<file path="src/rtl/ysyx_24100006_wbu_pkg.sv">
// Shared encodings for the ysyx_24100006 write-back stage and its CSR file.
// Optional mcycle counter: YSYX_24100006_MCYCLE_EN.
package ysyx_24100006_wbu_pkg;

  localparam logic [11:0] CSR_MSTATUS = 12'h300;
  localparam logic [11:0] CSR_MTVEC   = 12'h305;
  localparam logic [11:0] CSR_MEPC    = 12'h341;
  localparam logic [11:0] CSR_MCAUSE  = 12'h342;
  localparam logic [11:0] CSR_MCYCLE  = 12'hB00;
  localparam logic [11:0] CSR_MCYCLEH = 12'hB80;

  localparam logic [31:0] MSTATUS_RST_DEF = 32'h0000_1800;

  localparam logic [2:0] GSEL_ALU = 3'b000;
  localparam logic [2:0] GSEL_MEM = 3'b001;
  localparam logic [2:0] GSEL_PC4 = 3'b010;
  localparam logic [2:0] GSEL_IMM = 3'b011;
  localparam logic [2:0] GSEL_CSR = 3'b100;

  localparam logic [1:0] COP_RW  = 2'b00;
  localparam logic [1:0] COP_RS  = 2'b01;
  localparam logic [1:0] COP_RC  = 2'b10;
  localparam logic [1:0] COP_RW2 = 2'b11;

  typedef enum logic [1:0] {
    S_IDLE  = 2'd0,
    S_WRITE = 2'd1,
    S_DONE  = 2'd2
  } wbu_state_e;

  function automatic logic [31:0] csr_wval(
    input logic [1:0]  op,
    input logic [31:0] old,
    input logic [31:0] rs1
  );
    case (op)
      COP_RS:  csr_wval = old | rs1;
      COP_RC:  csr_wval = old & ~rs1;
      default: csr_wval = rs1;
    endcase
  endfunction

endpackage

</file>
<file path="src/rtl/ysyx_24100006_csr.sv">
// Machine CSR file: registers, read mux, write ops and trap entry.
// Optional 64-bit mcycle counter under YSYX_24100006_MCYCLE_EN.
module ysyx_24100006_csr
  import ysyx_24100006_wbu_pkg::*;
#(
  parameter logic [31:0] MSTATUS_RST = MSTATUS_RST_DEF
) (
  input  logic        clk,
  input  logic        reset,
  input  logic        i_commit,
  input  logic        i_trap,
  input  logic        i_wen,
  input  logic [1:0]  i_op,
  input  logic [11:0] i_waddr,
  input  logic [31:0] i_rs1,
  input  logic [31:0] i_old,
  input  logic [31:0] i_pc,
  input  logic [7:0]  i_irq_no,
  input  logic [11:0] i_raddr,
  output logic [31:0] o_rdata,
  output logic [31:0] o_mtvec
);

  logic [31:0] r_mstatus;
  logic [31:0] r_mtvec;
  logic [31:0] r_mepc;
  logic [31:0] r_mcause;
  logic [31:0] w_wdata;
  logic        w_wr;

  assign w_wdata = csr_wval(i_op, i_old, i_rs1);
  assign w_wr    = i_commit && i_wen && !i_trap;
  assign o_mtvec = r_mtvec;

  always_ff @(posedge clk) begin
    if (reset) begin
      r_mstatus <= MSTATUS_RST;
      r_mtvec   <= '0;
      r_mepc    <= '0;
      r_mcause  <= '0;
    end else if (i_commit && i_trap) begin
      r_mepc   <= i_pc;
      r_mcause <= {24'b0, i_irq_no};
    end else if (w_wr) begin
      case (i_waddr)
        CSR_MSTATUS: r_mstatus <= w_wdata;
        CSR_MTVEC:   r_mtvec   <= {w_wdata[31:2], 2'b00};
        CSR_MEPC:    r_mepc    <= w_wdata;
        CSR_MCAUSE:  r_mcause  <= w_wdata;
        default: ;
      endcase
    end
  end

`ifdef YSYX_24100006_MCYCLE_EN
  logic [63:0] r_mcycle;
  logic [63:0] w_mcycle_nxt;

  // A CSR write to either half overrides that half of the increment.
  always_comb begin
    w_mcycle_nxt = r_mcycle + 64'd1;
    if (w_wr && i_waddr == CSR_MCYCLE)
      w_mcycle_nxt[31:0] = w_wdata;
    if (w_wr && i_waddr == CSR_MCYCLEH)
      w_mcycle_nxt[63:32] = w_wdata;
  end

  always_ff @(posedge clk) begin
    if (reset) r_mcycle <= '0;
    else       r_mcycle <= w_mcycle_nxt;
  end
`endif

  always_comb begin
    o_rdata = '0;
    case (i_raddr)
      CSR_MSTATUS: o_rdata = r_mstatus;
      CSR_MTVEC:   o_rdata = r_mtvec;
      CSR_MEPC:    o_rdata = r_mepc;
      CSR_MCAUSE:  o_rdata = r_mcause;
`ifdef YSYX_24100006_MCYCLE_EN
      CSR_MCYCLE:  o_rdata = r_mcycle[31:0];
      CSR_MCYCLEH: o_rdata = r_mcycle[63:32];
`endif
      default:     o_rdata = '0;
    endcase
  end

endmodule

</file>
<file path="src/rtl/ysyx_24100006_wbu.sv">
// Write-back stage: GPR write-back, CSR commit, trap entry, IFU commit.
// Optional mcycle counter: YSYX_24100006_MCYCLE_EN.
module ysyx_24100006_wbu
  import ysyx_24100006_wbu_pkg::*;
#(
  parameter logic [31:0] MSTATUS_RST = MSTATUS_RST_DEF
) (
  input  logic        clk,
  input  logic        reset,
  input  logic        mem_valid,
  output logic        wb_ready,
  input  logic [31:0] pc_W,
  input  logic [31:0] sext_imm_W,
  input  logic [31:0] alu_result_W,
  input  logic [31:0] rs1_data_W,
  input  logic [31:0] rdata_csr_W,
  input  logic [31:0] Mem_rdata_extend,
  input  logic [4:0]  rd_W,
  input  logic        irq_W,
  input  logic [7:0]  irq_no_W,
  input  logic        Gpr_Write_W,
  input  logic [2:0]  Gpr_Write_RD_W,
  input  logic        Csr_Write_W,
  input  logic [1:0]  Csr_Write_RD_W,
  output logic        gpr_wen,
  output logic [4:0]  gpr_waddr,
  output logic [31:0] gpr_wdata,
  input  logic [11:0] csr_raddr,
  output logic [31:0] csr_rdata,
  output logic        wb_valid,
  input  logic        ifu_ready,
  output logic        redirect,
  output logic [31:0] redirect_pc
);

  wbu_state_e  r_state;
  logic [31:0] r_pc;
  logic [11:0] r_csr_addr;
  logic [31:0] r_rs1;
  logic [31:0] r_rdata_csr;
  logic        r_irq;
  logic [7:0]  r_irq_no;
  logic        r_csr_we;
  logic [1:0]  r_csr_op;
  logic [31:0] w_gdata;
  logic [31:0] w_mtvec;
  logic        w_commit;

  always_comb begin
    w_gdata = '0;
    case (Gpr_Write_RD_W)
      GSEL_ALU: w_gdata = alu_result_W;
      GSEL_MEM: w_gdata = Mem_rdata_extend;
      GSEL_PC4: w_gdata = pc_W + 32'd4;
      GSEL_IMM: w_gdata = sext_imm_W;
      GSEL_CSR: w_gdata = rdata_csr_W;
      default:  w_gdata = '0;
    endcase
  end

  assign w_commit = (r_state == S_WRITE);

  always_ff @(posedge clk) begin
    if (reset) begin
      r_state     <= S_IDLE;
      wb_ready    <= 1'b1;
      wb_valid    <= 1'b0;
      redirect    <= 1'b0;
      redirect_pc <= '0;
      gpr_wen     <= 1'b0;
      gpr_waddr   <= '0;
      gpr_wdata   <= '0;
      r_pc        <= '0;
      r_csr_addr  <= '0;
      r_rs1       <= '0;
      r_rdata_csr <= '0;
      r_irq       <= 1'b0;
      r_irq_no    <= '0;
      r_csr_we    <= 1'b0;
      r_csr_op    <= '0;
    end else begin
      unique case (r_state)
        S_IDLE: begin
          if (mem_valid && wb_ready) begin
            r_pc        <= pc_W;
            r_csr_addr  <= sext_imm_W[11:0];
            r_rs1       <= rs1_data_W;
            r_rdata_csr <= rdata_csr_W;
            r_irq       <= irq_W;
            r_irq_no    <= irq_no_W;
            r_csr_we    <= Csr_Write_W;
            r_csr_op    <= Csr_Write_RD_W;
            gpr_wen     <= Gpr_Write_W && (rd_W != 5'd0);
            gpr_waddr   <= rd_W;
            gpr_wdata   <= w_gdata;
            wb_ready    <= 1'b0;
            r_state     <= S_WRITE;
          end
        end
        S_WRITE: begin
          // mtvec still holds its pre-trap value on this edge
          gpr_wen     <= 1'b0;
          wb_valid    <= 1'b1;
          redirect    <= r_irq;
          redirect_pc <= w_mtvec;
          r_state     <= S_DONE;
        end
        S_DONE: begin
          if (ifu_ready) begin
            wb_valid <= 1'b0;
            redirect <= 1'b0;
            wb_ready <= 1'b1;
            r_state  <= S_IDLE;
          end
        end
        default: r_state <= S_IDLE;
      endcase
    end
  end

  ysyx_24100006_csr #(
    .MSTATUS_RST(MSTATUS_RST)
  ) u_csr (
    .clk      (clk),
    .reset    (reset),
    .i_commit (w_commit),
    .i_trap   (r_irq),
    .i_wen    (r_csr_we),
    .i_op     (r_csr_op),
    .i_waddr  (r_csr_addr),
    .i_rs1    (r_rs1),
    .i_old    (r_rdata_csr),
    .i_pc     (r_pc),
    .i_irq_no (r_irq_no),
    .i_raddr  (csr_raddr),
    .o_rdata  (csr_rdata),
    .o_mtvec  (w_mtvec)
  );

endmodule

</file>
<file path="config.mk">
export PLATFORM = sky130hd
export DESIGN_NAME = ysyx_24100006_wbu
export DESIGN_NICKNAME = d
export VERILOG_FILES = /design/src/rtl/ysyx_24100006_wbu_pkg.sv /design/src/rtl/ysyx_24100006_csr.sv /design/src/rtl/ysyx_24100006_wbu.sv
export SDC_FILE = /design/constraint.sdc
export NUM_CORES = 1
export LEC_CHECK = 0
export ABC_AREA = 1
export BUFFER_PORTS_ARGS = -buffer_cell sky130_fd_sc_hd__buf_2
export CAP_MARGIN = 10
export CORE_ASPECT_RATIO = 0.6
export CORE_MARGIN = 1
export CORE_UTILIZATION = 45
export DETAILED_ROUTE_END_ITERATION = 6
export PLACE_DENSITY = 0.71
export SLEW_MARGIN = 10
export SYNTH_ARGS = -nofsm -noshare
export SYNTH_HDL_FRONTEND = slang
export SYNTH_SLANG_ARGS = --single-unit
export TNS_END_PERCENT = 20
</file>
<file path="constraint.sdc">
create_clock -name clk -period 1.6 [get_ports clk]
set_input_delay 0.08 -clock clk [delete_from_list [all_inputs] [get_ports clk]]
set_output_delay 0.08 -clock clk [all_outputs]
set_load 0.03 [all_outputs]
</file>
### After elaboration in Yosys (flattened, before gate mapping)

Index checks and enable logic that the tools add are counted.

| operators by class | value |
|---|---|
| add/sub/neg operators | 1 |
| equal/unequal tests | 18 |
| muxes and demuxes | 20 |
| bitwise gates (word level) | 4 |
| reduce and logical (&&, ||, !) cells | 26 |

Operators by type and width:

| cell | count |
|---|---|
| one-hot mux 32 bit (5 select lines) | 1 |
| one-hot mux 32 bit (4 select lines) | 1 |
| equality test 12 x 10 -> 1 bit, second input constant | 8 |
| 2-to-1 mux 32 bit | 3 |
| one-hot mux 32 bit (2 select lines) | 1 |
| adder 32 x 3 -> 32 bit, second input constant | 1 |
| bitwise AND 32 bit | 1 |
| NOT 32 bit | 1 |
| bitwise OR 32 bit | 1 |
| 2-to-1 mux 8 bit | 3 |
| AND reduction 2 bit | 7 |
| nonzero test 2 bit | 6 |
| AND reduction 3 bit | 3 |
| one-hot mux 1 bit (2 select lines) | 4 |
| equality test 3 x 2 -> 1 bit, second input constant | 2 |
| one-hot mux 2 bit (3 select lines) | 1 |
| logical AND 1 bit | 5 |
| nonzero test 5 bit | 1 |
| equality test 2 x 1 -> 1 bit, second input constant | 2 |
| equality test 2 bit, second input constant | 2 |
| 2-to-1 mux 1 bit | 4 |
| 2-to-1 mux 2 bit | 2 |
| inequality test 2 bit, second input constant | 2 |
| equality test 3 x 1 -> 1 bit, second input constant | 1 |
| other kinds (6) | 6 |

| storage, ports and cells | value |
|---|---|
| register bits | 319 |
| input bits | 229 |
| output and inout bits | 105 |
| word-level logic and storage cells | 90 |

### Logic depth before layout (Yosys ltp)

Gate-level depths: netlist of the first run.

| depth | value |
|---|---|
| word-level depth | 6 |
| mapped depth | 11 |
| depth with buffers taken out | 11 |

### Hierarchy

From an unflattened synthesis of the first run, not the netlist that was laid out.

| second synthesis, totals | value |
|---|---|
| cell total of the unflattened synthesis | 2,417 |
| area total of the unflattened synthesis | 16,059.2 um^2 |

By module, submodules not included:

| module | times used | cells an instance | area an instance (um^2) | seq. area each (um^2) |
|---|---|---|---|---|
| ysyx_24100006_wbu | 1 | 1,246 | 8,709.6 | 3,903.7 |
| ysyx_24100006_csr | 1 | 1,171 | 7,349.5 | 2,522.4 |

### Worst setup path before layout of the first run

Ideal clock, no wire load.

| timing path | value |
|---|---|
| path kind | reg2reg |
| start point | reg r_csr_op[0] |
| end point | reg u_csr.r_mepc[3] |
| setup time | 0.132 ns |
| arrival | 1.563 ns |
| required time | 1.468 ns |
| setup slack | -0.095 ns |
| cell stages (with the launch flop) | 12 |
| buffers on the path | 1 |
| clock period less this slack | 1.695 ns |
| path through | dfxtp_1 -> inv_1 -> ha_1 -> nor2_1 -> clkbuf_1 -> o21ai_0 -> nand2_1 -> inv_1 -> nand2_1 -> nand2_1 -> nand3_1 -> a21oi_1 |

| on the way | value |
|---|---|
| longest elaborated chain between the ends | 5 |
| elaborated cells between the ends (all ways) | 6 |
| classes of those cells | eq/ne: 2; mux: 4 |

RTL lines:

| element | RTL line | RTL |
|---|---|---|
| from (decl) | ysyx_24100006_wbu.sv:44 | `logic [1:0] r_csr_op;` |
| from (signal assigned) | ysyx_24100006_wbu.sv:92 | `r_csr_op <= Csr_Write_RD_W;` |
| equality test 2 bit / equality test 2 x 1 -> 1 bit (equally long branches) | ysyx_24100006_wbu_pkg.sv:36 | `case (op)` |
| one-hot mux 32 bit (2 select lines) * | ysyx_24100006_wbu_pkg.sv:36 |  |
| 2-to-1 mux 32 bit * | ysyx_24100006_csr.sv:45 | `case (i_waddr)` |
| 2-to-1 mux 32 bit * | ysyx_24100006_csr.sv:44 | `end else if (w_wr) begin` |
| 2-to-1 mux 32 bit * | ysyx_24100006_csr.sv:41 | `end else if (i_commit && i_trap) begin` |
| to (signal assigned) | ysyx_24100006_csr.sv:42 | `r_mepc <= i_pc;` |
| to (signal assigned) | ysyx_24100006_csr.sv:48 | `CSR_MEPC: r_mepc <= w_wdata;` |
| to (decl) | ysyx_24100006_csr.sv:26 | `logic [31:0] r_mepc;` |

Mark *: on every way between the ends. The rest lies on a longest branch, timed or not. The select of a mux whose other input is x is not followed.
A chain may end at the register's enable or synchronous reset.

### Worst setup path after layout of the first run

| timing path | value |
|---|---|
| start point | reg r_csr_op[0] |
| end point | reg u_csr.r_mepc[28] |

The elaborated chain is that of the path after synthesis.

==> summary.txt, run 1 <==
STA
  – Max frequency: 584 MHz
  – RSZ-0062 raised after global routing: yes
  – Minimum clock period: 1710 ps
  – Slew Viols, Final: 0
  – Skew final: 18.2 ps
  – Final Hold Viols: 0
  – Crit share post-route: 1.07
  – Max_slew headroom: 0.589
  – Setup-failing EPs final: 49
  – Worst Tran Pin Value: 616 ps
  – Final worst slack: -111 ps

Cells and area
  – Design Area, Final: 21,600 um2
  – Finished Layout Cells: 3,173
  – Share of cells above drive strength 1: 0.243
  – Nets: 2,952
  – Fillers: 2,752
  – P&R area growth vs syn: 44.7%

Hold path
  – HP Start: alu_result_W[6]
  – HP Class: in2reg
  – Hold path endpoint: gpr_wdata[6]$_SDFFE_PP0P_
  – Hold path cells: 7

Setup path
  – Top delay family on crit path: buffers and inverters
  – Reg-to-Reg End: u_csr.r_mepc[28]$_SDFFE_PP0P_
  – Setup CP Type: reg2reg
  – Setup crit end kind: register
  – Critical-path cell list: inv_2, ha_4, nor2_4, buf_6, buf_16, o21ai_0, nand2_1, o21ai_0, o21ai_1, nor2_1
  – Worst path slowest cell: dfxtp_2
  – FF-to-FF setup slack: -110 ps
  – Reg2Reg Depth: 10
  – Startpoint Class: register
  – CP arrival: 2190 ps
  – CP Data Required Time: 2080 ps
  – Critical path buffers and inverters: 3
  – CP Max Fanout: 8
  – Most Frequent Cell on Critical Path: o21ai_0
  – Reg2reg start: r_csr_op[0]$_SDFFE_PP0P_
  – CP max stage delay: 340 ps

Routing
  – Final wirelength: 60.1 mm
  – DR pass1 iterations: 7
  – Detailed-route via count: 17,700
  – Vias/cell: 5.57
  – Wirelength per Cell: 18.9 um
  – Antenna-violating nets left: 0
  – DRC viols: 6
  – Drt initial violations: 1,818

Clock tree
  – Clk slew on worst S/H paths: 70 ps
  – CTS Sinks: 319
  – Total CTS buffers: 31
  – CTS tree: yes
  – Root cell of the clock tree: clkbuf_16
  – Clock Latency Late Sink: 580 ps
  – CTS max path bufs: 3
  – H-tree depth: 1

Logic synthesis
  – Count leader, synth: nand2_1
  – Mapped Cells: 2,173
  – Yosys top cell area share: 0.427
  – Synth Area per Inst: 6.88 um2
  – Post-synth cell types: 40
  – Area leader, netlist: dfxtp_1
  – Primary FF master, synth: dfxtp_1
  – Warnings from Yosys: 0
  – Cell Area, Synth: 15,000 um2
  – Register area share after synthesis: 0.427
  – Asr flop ratio synth: 0
  – Register bit total from synthesis: 319
  – Synth cell count leaders: 403 x nand2_1, 319 x dfxtp_1, 303 x o21ai_0
  – Area contributors post-synth: dfxtp_1 43%, o21ai_0 10%, nand2_1 10%
  – Number of enable flip-flop cells after synthesis: 0

Floorplan
  – I/O pin cnt: 334
  – Total Die Area: 34,000 um2
  – Core Region: 32,500 um2
  – Row count: 51
  – Die width: 237 um
  – Initial core utilization: 0.460
  – Die H: 143 um

Place
  – IO buf count: 331
  – Global placement routability congestion: 0.946
  – Dpl cells: 2,901
  – Post-DP HPWL: 40.3 mm
  – Placed Area: 17,900 um2

Status
  – Failing checks: DRC, setup timing
  – Status: finished, violations left

Run
  – Max-Cap Viols: 0

Power and ir drop
  – Pwr dens: 977 nW/um2
  – Peak VDD IR: 0.877 mV
  – Leak: 9.41 nW

GRT
  – Global-route wire length before repair: 89.9 mm
  – Vias in the first global route: 17,100
  – GRT Total Usage: 0.337
  – Initial antenna violation count: 3
  – Largest net degree at the start of global routing: 63
  – Global route total overflow: 0
-- metal layers --
metal | vias up | global-route usage | share of wire
li1 | 8312 | - | -
met1 | 8200 | 0.438 | 0.42
met2 | 935 | 0.556 | 0.45
met3 | 213 | 0.0586 | 0.090
met4 | 0 | 0.140 | 0.041
met5 | - | 0 | 0
-- through the flow --
step	worst slack (ps)	TNS (ps)	utilization	hold slack (ps)	power [mW]
final	-111	-1540	0.665	9.70	21.2
after global routing	-162	-7970	0.665	44.2	22.0
after CTS	-64.1	-1060	0.652	0.612	20.8
after detailed placement	-146	-7350	0.550	328	12.5
after global placement	-116	-4600	0.550	322	12.4
after floorplan	4.21	0	-	223	10.9
-- logic make-up after synthesis --
family                     after synthesis  share of synthesized area
DFF                                    319                      0.427
adders and majority gates                3                    0.00251
AOI/OAI and AO/OA                      668                      0.247
buffers and inverters                  373                     0.0984
and+or+nand+nor                        809                      0.225
other                                    1                   0.000251
-- cell type report --
type | count | area (um2) | share of cell area
Clock inverter | 12 | 129 | 0.00595
Antenna cell | 4 | 10.0 | 0.000463
Clock buffer | 46 | 942 | 0.0435
Multi-Input combinational cell | 1482 | 7480 | 0.346
Inverter | 228 | 866 | 0.0400
Tap cell | 424 | 531 | 0.0245
Sequential cell | 319 | 6390 | 0.295
Timing Repair Buffer | 658 | 5290 | 0.244
-- registers in the layout, indices dropped and copies added (netlist names), 5 cells and up --
register         count
r_csr_addr          12
gpr_wdata           32
r_rs1               32
r_irq_no             8
u_csr.r_mcause      32
redirect_pc         30
r_rdata_csr         32
u_csr.o_mtvec       30
u_csr.r_mstatus     32
r_pc                32
u_csr.r_mepc        32
gpr_waddr            5
-- where the power goes --
group	switching, mW	internal (mW)	total (mW)
clock network	3.33	4.40	7.73
logic	2.81	1.87	4.67
registers	0.279	8.47	8.75
-- worst min-delay path: cells and delay by family --
family	cells	cell delay (ps)
AO/OA/AOI/OAI	2	170
buffers and inverters	1	70
AND/OR/NAND/NOR	4	230
-- cell usage in the layout (no fill, tap or decap), drive strengths merged, types with 30 or more instances in the layout --
| master | n |
|---|---|
| buf | 460 |
| nand2 | 407 |
| o21ai | 341 |
| dfxtp | 319 |
| a21oi | 246 |
| inv | 227 |
| nor2 | 225 |
| dlygate4sd3 | 192 |
| nand3 | 149 |
| clkbuf | 52 |
| a211oi | 38 |
| o2111ai | 30 |
-- how the worst max path moves through the flow --
stage          slack [ps]                              to  cells past startpoint                startpoint
6_report             -110   u_csr.r_mepc[28]$_SDFFE_PP0P_                     10  r_csr_op[0]$_SDFFE_PP0P_
5_1_grt              -160   u_csr.r_mepc[27]$_SDFFE_PP0P_                      9  r_csr_op[0]$_SDFFE_PP0P_
4_1_cts               -60   u_csr.r_mepc[29]$_SDFFE_PP0P_                     10  r_csr_op[0]$_SDFFE_PP0P_
3_5_place_dp         -150  u_csr.o_mtvec[23]$_SDFFE_PP0P_                      7  r_csr_op[0]$_SDFFE_PP0P_
3_3_place_gp         -120                    csr_rdata[5]                     10             csr_raddr[11]
2_1_floorplan           4                   csr_rdata[11]                      6              csr_raddr[5]
-- timing repair --
action                                  CTS  global route
endpoints found under the setup margin  138           174
gates cloned                              3             6
setup buffers                             9             3
pin swaps                                39            35
hold buffers                            192             1
resized for setup                       110           127
hold endpoints to repair                167             1
Power figures use the tool's default switching activity.
==> run 2, diff against run 1 <==
--- a/config.mk
+++ b/config.mk
@@ -5,7 +5,7 @@
 export SDC_FILE = /design/constraint.sdc
 export NUM_CORES = 1
 export LEC_CHECK = 0
-export ABC_AREA = 1
+export ABC_AREA = 0
 export BUFFER_PORTS_ARGS = -buffer_cell sky130_fd_sc_hd__buf_2
 export CAP_MARGIN = 10
 export CORE_ASPECT_RATIO = 0.6
==> run 2 against run 1 <==
The run ends with setup timing left. Via count decreased by 4.7%. Clock skew decreased by 4.8 ps. Combinational power decreased by 26%. Highest routed layer unchanged.
==> summary.txt, run 2 <==
Setup path
  – FF-to-FF setup slack: -370 ps
  – Worst path slowest cell: dfxtp_2
  – CP max stage delay: 340 ps
  – CP Data Required Time: 2070 ps
  – Setup crit end kind: register
  – Critical-path cell list: nor4b_4, and3b_2, and4_4, buf_4, buf_12, nand2_1, a311oi_1
  – CP Max Fanout: 8
  – Startpoint Class: register
  – CP arrival: 2450 ps
  – Setup CP Type: reg2reg

Floorplan
  – Initial core utilization: 0.460
  – Core Region: 31,300 um2
  – Die width: 233 um
  – Total Die Area: 32,800 um2
  – Row count: 50
  – I/O pin cnt: 334
  – Die H: 141 um

Clock tree
  – Clock Latency Late Sink: 580 ps
  – H-tree depth: 1
  – Clk slew on worst S/H paths: 70 ps
  – CTS tree: yes
  – CTS max path bufs: 3
  – CTS Sinks: 319
  – Root cell of the clock tree: clkbuf_16
  – Total CTS buffers: 30

Routing
  – Antenna-violating nets left: 0
  – Wirelength per Cell: 20.7 um
  – Detailed-route via count: 16,800
  – Final wirelength: 60.5 mm
  – Drt initial violations: 1,850
  – DR pass1 iterations: 7
  – DRC viols: 0
  – Vias/cell: 5.77

STA
  – RSZ-0062 raised after global routing: yes
  – Max_slew headroom: 0.437
  – Setup-failing EPs final: 238
  – Slew Viols, Final: 0
  – Minimum clock period: 1970 ps
  – Final Hold Viols: 0
  – Max frequency: 507 MHz
  – Skew final: 13.5 ps
  – Final worst slack: -373 ps
  – Worst Tran Pin Value: 845 ps
  – Crit share post-route: 1.23
  – Final TNS setup: -35,910 ps

Logic synthesis
  – Synth cell count leaders: 613 x nand2_1, 320 x a21oi_1, 319 x dfxtp_1
  – Primary FF master, synth: dfxtp_1
  – Mapped Cells: 1,902
  – Warnings from Yosys: 0
  – Number of enable flip-flop cells after synthesis: 0
  – Cell Area, Synth: 14,400 um2
  – Yosys top cell area share: 0.443
  – Area leader, netlist: dfxtp_1
  – Area contributors post-synth: dfxtp_1 44%, nand2_1 16%, a21oi_1 11%
  – Post-synth cell types: 70
  – Register bit total from synthesis: 319
  – Count leader, synth: nand2_1
  – Register area share after synthesis: 0.443
  – Synth Area per Inst: 7.58 um2
  – Asr flop ratio synth: 0

Cells and area
  – P&R area growth vs syn: 54.1%
  – Fillers: 2,403
  – Most frequent cells in the layout: 566 x nand2_1, 312 x dfxtp_1, 294 x buf_2
  – Finished Layout Cells: 2,917
  – Commonest non-fill, non-tap cell in the layout: nand2_1
  – Nets: 2,708
  – Register Area: 6400 um2
  – Multi-input gate area: 8170 um2
  – Design Area, Final: 22,200 um2
  – Share of cells above drive strength 1: 0.320

GRT
  – Met1 Usage GRT: 0.458
  – Initial antenna violation count: 1
  – Largest net degree at the start of global routing: 145
  – Grt peak-use layer: met2
  – Vias in the first global route: 16,300
  – GRT Total Usage: 0.343
  – Met2 usage: 0.560
  – Global-route wire length before repair: 87.9 mm
  – Met3 GRT Util: 0.0552
  – Global route total overflow: 0

Hold path
  – HP Class: in2reg

Place
  – Post-DP HPWL: 37.1 mm
  – Global placement routability congestion: 0.922
  – IO buf count: 331
  – Dpl ws: -330 ps
  – Dpl cells: 2,677
  – Placed Area: 17,800 um2

Status
  – Failing checks: setup timing
  – Status: finished, violations left

Run
  – Max-Cap Viols: 0

Power and ir drop
  – Leak: 8.90 nW
  – Pwr dens: 909 nW/um2
  – Peak VDD IR: 0.983 mV
run 2: path summary, 6_finish.rpt:
check,from,end,depth (start not counted)
worst min-delay path,Mem_rdata_extend[5],gpr_wdata[5]$_SDFFE_PP0P_,4
worst max-delay path,r_csr_addr[4]$_SDFFE_PP0P_,u_csr.r_mepc[11]$_SDFFE_PP0P_,7
worst min register to register,redirect_pc[26]$_SDFFE_PP0P_,redirect_pc[26]$_SDFFE_PP0P_,2
worst max register to register,r_csr_addr[4]$_SDFFE_PP0P_,u_csr.r_mepc[11]$_SDFFE_PP0P_,7
run 2: layout make-up:
class / instances / area share
clock inverter: 19 / 0.0144
clock buffer: 36 / 0.0366
multi-input combinational: 1417 / 0.368
timing repair buffer: 695 / 0.267
inverter: 13 / 0.00242
tap: 416 / 0.0234
antenna: 2 / 0.000225
sequential: 319 / 0.288
run 2: metal layers:
metal  wire, um  up-vias
li1           -     7734
met1      25100     7970
met2      27500      913
met3       5400      207
met4       2470        0
met5          0        -
run 2: cells by family (layout without fill, tap and decap cells):
| kind of cell | after synthesis | in the layout | share of synthesized area |
|---|---|---|---|
| muxes | 28 | 28 | 0.0230 |
| other | 1 | 4 | 0.000260 |
| DFF | 319 | 319 | 0.443 |
| and+or+nand+nor | 822 | 822 | 0.243 |
| xor gates and xnor gates | 27 | 27 | 0.0164 |
| buffers and inverters | 167 | 763 | 0.0478 |
| AOI/OAI and AO/OA | 535 | 535 | 0.224 |
| adders and majority gates | 3 | 3 | 0.00260 |
run 2: worst max-delay path: cells and delay by family (launching register included):
family | cells | cell delay (ps)
buffers and inverters | 2 | 270
and+or+nand+nor | 4 | 930
AOI/OAI and AO/OA | 1 | 320
DFF | 1 | 340
run 2: where the power goes:
part,switching (mW),internal [mW],leakage (nW)
Clock,3.32,4.92,0.545
Sequential,0.233,8.26,2.59
Combinational,1.91,1.54,5.77
Total,5.46,14.7,8.90
run 2: metrics by stage:
step	util	power (mW)	hold slack, ps
2_1_floorplan	-	10.1	208
3_3_place_gp	0.569	11.4	319
3_5_place_dp	0.569	11.4	328
4_1_cts	0.688	20.0	2.21
5_1_grt	0.708	20.8	33.6
6_report	0.708	20.2	27.6
run 2: repair_timing:
action / in CTS / in global routing
endpoints found under the setup margin: 267 / 304
hold buffers: 143 / 0
cloned: 15 / 8
pin swaps: 44 / 50
buffers inserted: 13 / 10
gates resized for setup: 177 / 127
hold endpoints to repair: 162 / 0
==> run 3, diff against run 2 <==
--- a/config.mk
+++ b/config.mk
@@ -10,9 +10,8 @@
 export CAP_MARGIN = 10
 export CORE_ASPECT_RATIO = 0.6
 export CORE_MARGIN = 1
-export CORE_UTILIZATION = 45
+export CORE_UTILIZATION = 25
 export DETAILED_ROUTE_END_ITERATION = 6
-export PLACE_DENSITY = 0.71
 export SLEW_MARGIN = 10
 export SYNTH_ARGS = -nofsm -noshare
 export SYNTH_HDL_FRONTEND = slang
==> run 3 against run 2 <==
The run still ends with setup timing left. Flip-flop and latch count unchanged. Critical endpoint is now u_csr.r_mcause[5]$_SDFFE_PP0P_. Total power grew 4.3%. Combinational power is essentially flat. Core utilization down 30 points. Sequential share of layout area fell by 0.93 points. Routed wire length increased by 11%. Cell count increased by 12%. Design area increased by 3.3%.
==> summary.txt, run 3 (synthesis results as in run 2) <==
Setup path
  – CP arrival: 2360 ps
  – CP max stage delay: 340 ps
  – CP Max Fanout: 5
  – Reg2Reg Depth: 7
  – Critical-path cell list: nor4b_4, nand4b_1, nor3_4, buf_6, clkbuf_16, nor3_1, a2111oi_1
  – Top delay family on crit path: simple AND/OR/NAND/NOR gates
  – CP Data Required Time: 1990 ps
  – Worst path slowest cell: nor4b_4
  – Worst path depth: 7
  – Setup crit end kind: register
  – Setup CP Type: reg2reg
  – Critical path buffers and inverters: 2
  – Startpoint Class: register

GRT
  – Met1 Usage GRT: 0.261
  – Vias in the first global route: 16,100
  – Global route total overflow: 0
  – Met3 GRT Util: 0.0368
  – Grt peak-use layer: met2
  – Initial antenna violation count: 3
  – Largest net degree at the start of global routing: 87
  – GRT Total Usage: 0.203
  – Global-route wire length before repair: 93.3 mm
  – Met2 usage: 0.353

Place
  – Global placement routability congestion: 0.894
  – Post-DP HPWL: 44.2 mm
  – Placed Area: 18,300 um2
  – Dpl cells: 3,012
  – IO buf count: 331

Clock tree
  – Root cell of the clock tree: clkbuf_16
  – CTS max path bufs: 3
  – Clk slew on worst S/H paths: 70 ps
  – Total CTS buffers: 36
  – CTS Sinks: 319
  – Clock Latency Late Sink: 550 ps
  – CTS tree: yes
  – H-tree depth: 2

Cells and area
  – Most frequent cells in the layout: 539 x nand2_1, 313 x dfxtp_1, 295 x buf_2
  – P&R area growth vs syn: 59.1%
  – Nets: 2,697
  – Fillers: 5,673
  – Design Area, Final: 22,900 um2
  – Commonest non-fill, non-tap cell in the layout: nand2_1
  – Finished Layout Cells: 3,253
  – Share of cells above drive strength 1: 0.343
  – Fin util: 0.406

Status
  – Status: finished, violations left
  – Failing checks: setup timing

Routing
  – Drt initial violations: 1,588
  – DR pass1 iterations: 5
  – Detailed-route via count: 16,600
  – Wirelength per Cell: 20.7 um
  – Final wirelength: 67.2 mm
  – DRC viols: 0
  – Vias/cell: 5.10
  – Antenna-violating nets left: 0

STA
  – Max frequency: 507 MHz
  – Minimum clock period: 1970 ps
  – Slew Viols, Final: 0
  – Skew final: 33.6 ps
  – Final worst slack: -372 ps
  – Crit share post-route: 1.23
  – Setup-failing EPs final: 220
  – Final Hold Viols: 0
  – RSZ-0062 raised after global routing: yes

Power and ir drop
  – Power Total: 21.1 mW
  – Comb power frac: 0.165
  – Seq pwr share: 0.404
  – Switching Fraction: 0.280
  – Leak: 9.24 nW
  – Net Sw Power: 5.90 mW
  – Clk pwr share: 0.431
  – Peak VDD IR: 0.511 mV
  – Pwr dens: 918 nW/um2
  – Internal Pwr Total: 15.2 mW

Floorplan
  – Row count: 67
  – Die width: 312 um
  – Core Region: 56,400 um2
  – Total Die Area: 58,600 um2
  – Die H: 188 um
  – Initial core utilization: 0.255
  – I/O pin cnt: 334

Hold path
  – Hold path cells: 4
  – HP Class: in2reg

Run
  – Max-Cap Viols: 0
==> run 3: metal layers <==
| layer | part of all wire | vias up |
|---|---|---|
| met3 | 0.070 | 109 |
| li1 | - | 7706 |
| met2 | 0.47 | 643 |
| met4 | 0.021 | 4 |
| met5 | 0.00025 | - |
| met1 | 0.43 | 8122 |
==> run 3: path summary, 6_finish.rpt <==
kind | start | endpoint | slack, ps
worst max register to register | r_csr_addr[7]$_SDFFE_PP0P_ | u_csr.r_mcause[5]$_SDFFE_PP0P_ | -370
worst min-delay path | alu_result_W[3] | gpr_wdata[3]$_SDFFE_PP0P_ | 30
worst max-delay path | r_csr_addr[7]$_SDFFE_PP0P_ | u_csr.r_mcause[5]$_SDFFE_PP0P_ | -370
worst min register to register | redirect_pc[13]$_SDFFE_PP0P_ | redirect_pc[13]$_SDFFE_PP0P_ | 450
==> run 3: power by group through the flow <==
stage | Combinational, mW | Clock, mW | Sequential, mW
2_1_floorplan | 1.31 | 0 | 8.76
3_3_place_gp | 2.89 | 0 | 8.66
3_5_place_dp | 2.93 | 0 | 8.67
4_1_cts | 3.32 | 9.29 | 8.50
5_1_grt | 3.73 | 9.60 | 8.54
6_report | 3.48 | 9.07 | 8.50
==> run 3: repair_timing <==
item | 4_1_cts | 5_1_grt
setup endpoints to repair | 301 | 325
buffers inserted | 7 | 13
pin swaps | 50 | 139
hold buffers | 133 | 0
endpoints found under the hold margin | 161 | 0
resized for setup | 82 | 278
gates cloned | 7 | 16
==> run 3: through the flow <==
step / TNS, ps / hold slack [ps] / setup slack (ps)
3_5_place_dp: -40310 / 333 / -307
5_1_grt: -61450 / 23.9 / -459
6_report: -42460 / 32.9 / -372
3_3_place_gp: -34570 / 326 / -277
2_1_floorplan: -10660 / 208 / -70.3
4_1_cts: -41600 / 1.43 / -309
==> run 3: layout make-up <==
cell class                 count  area (um2)  area share
antenna                        1        2.50    0.000109
multi-input combinational   1417        8440       0.368
inverter                      13        53.8     0.00235
clock buffer                  49        1060      0.0463
timing repair buffer         678        5810       0.253
clock inverter                17         220     0.00960
tap                          759         950      0.0414
sequential                   319        6390       0.279
==> run 3: worst register-to-register path: cells and delay by family, from the launching register on <==
| kind | cells | cell delay, ps |
|---|---|---|
| DFF | 1 | 330 |
| buffers and inverters | 2 | 320 |
| AOI/OAI and AO/OA | 1 | 300 |
| and+or+nand+nor | 4 | 860 |
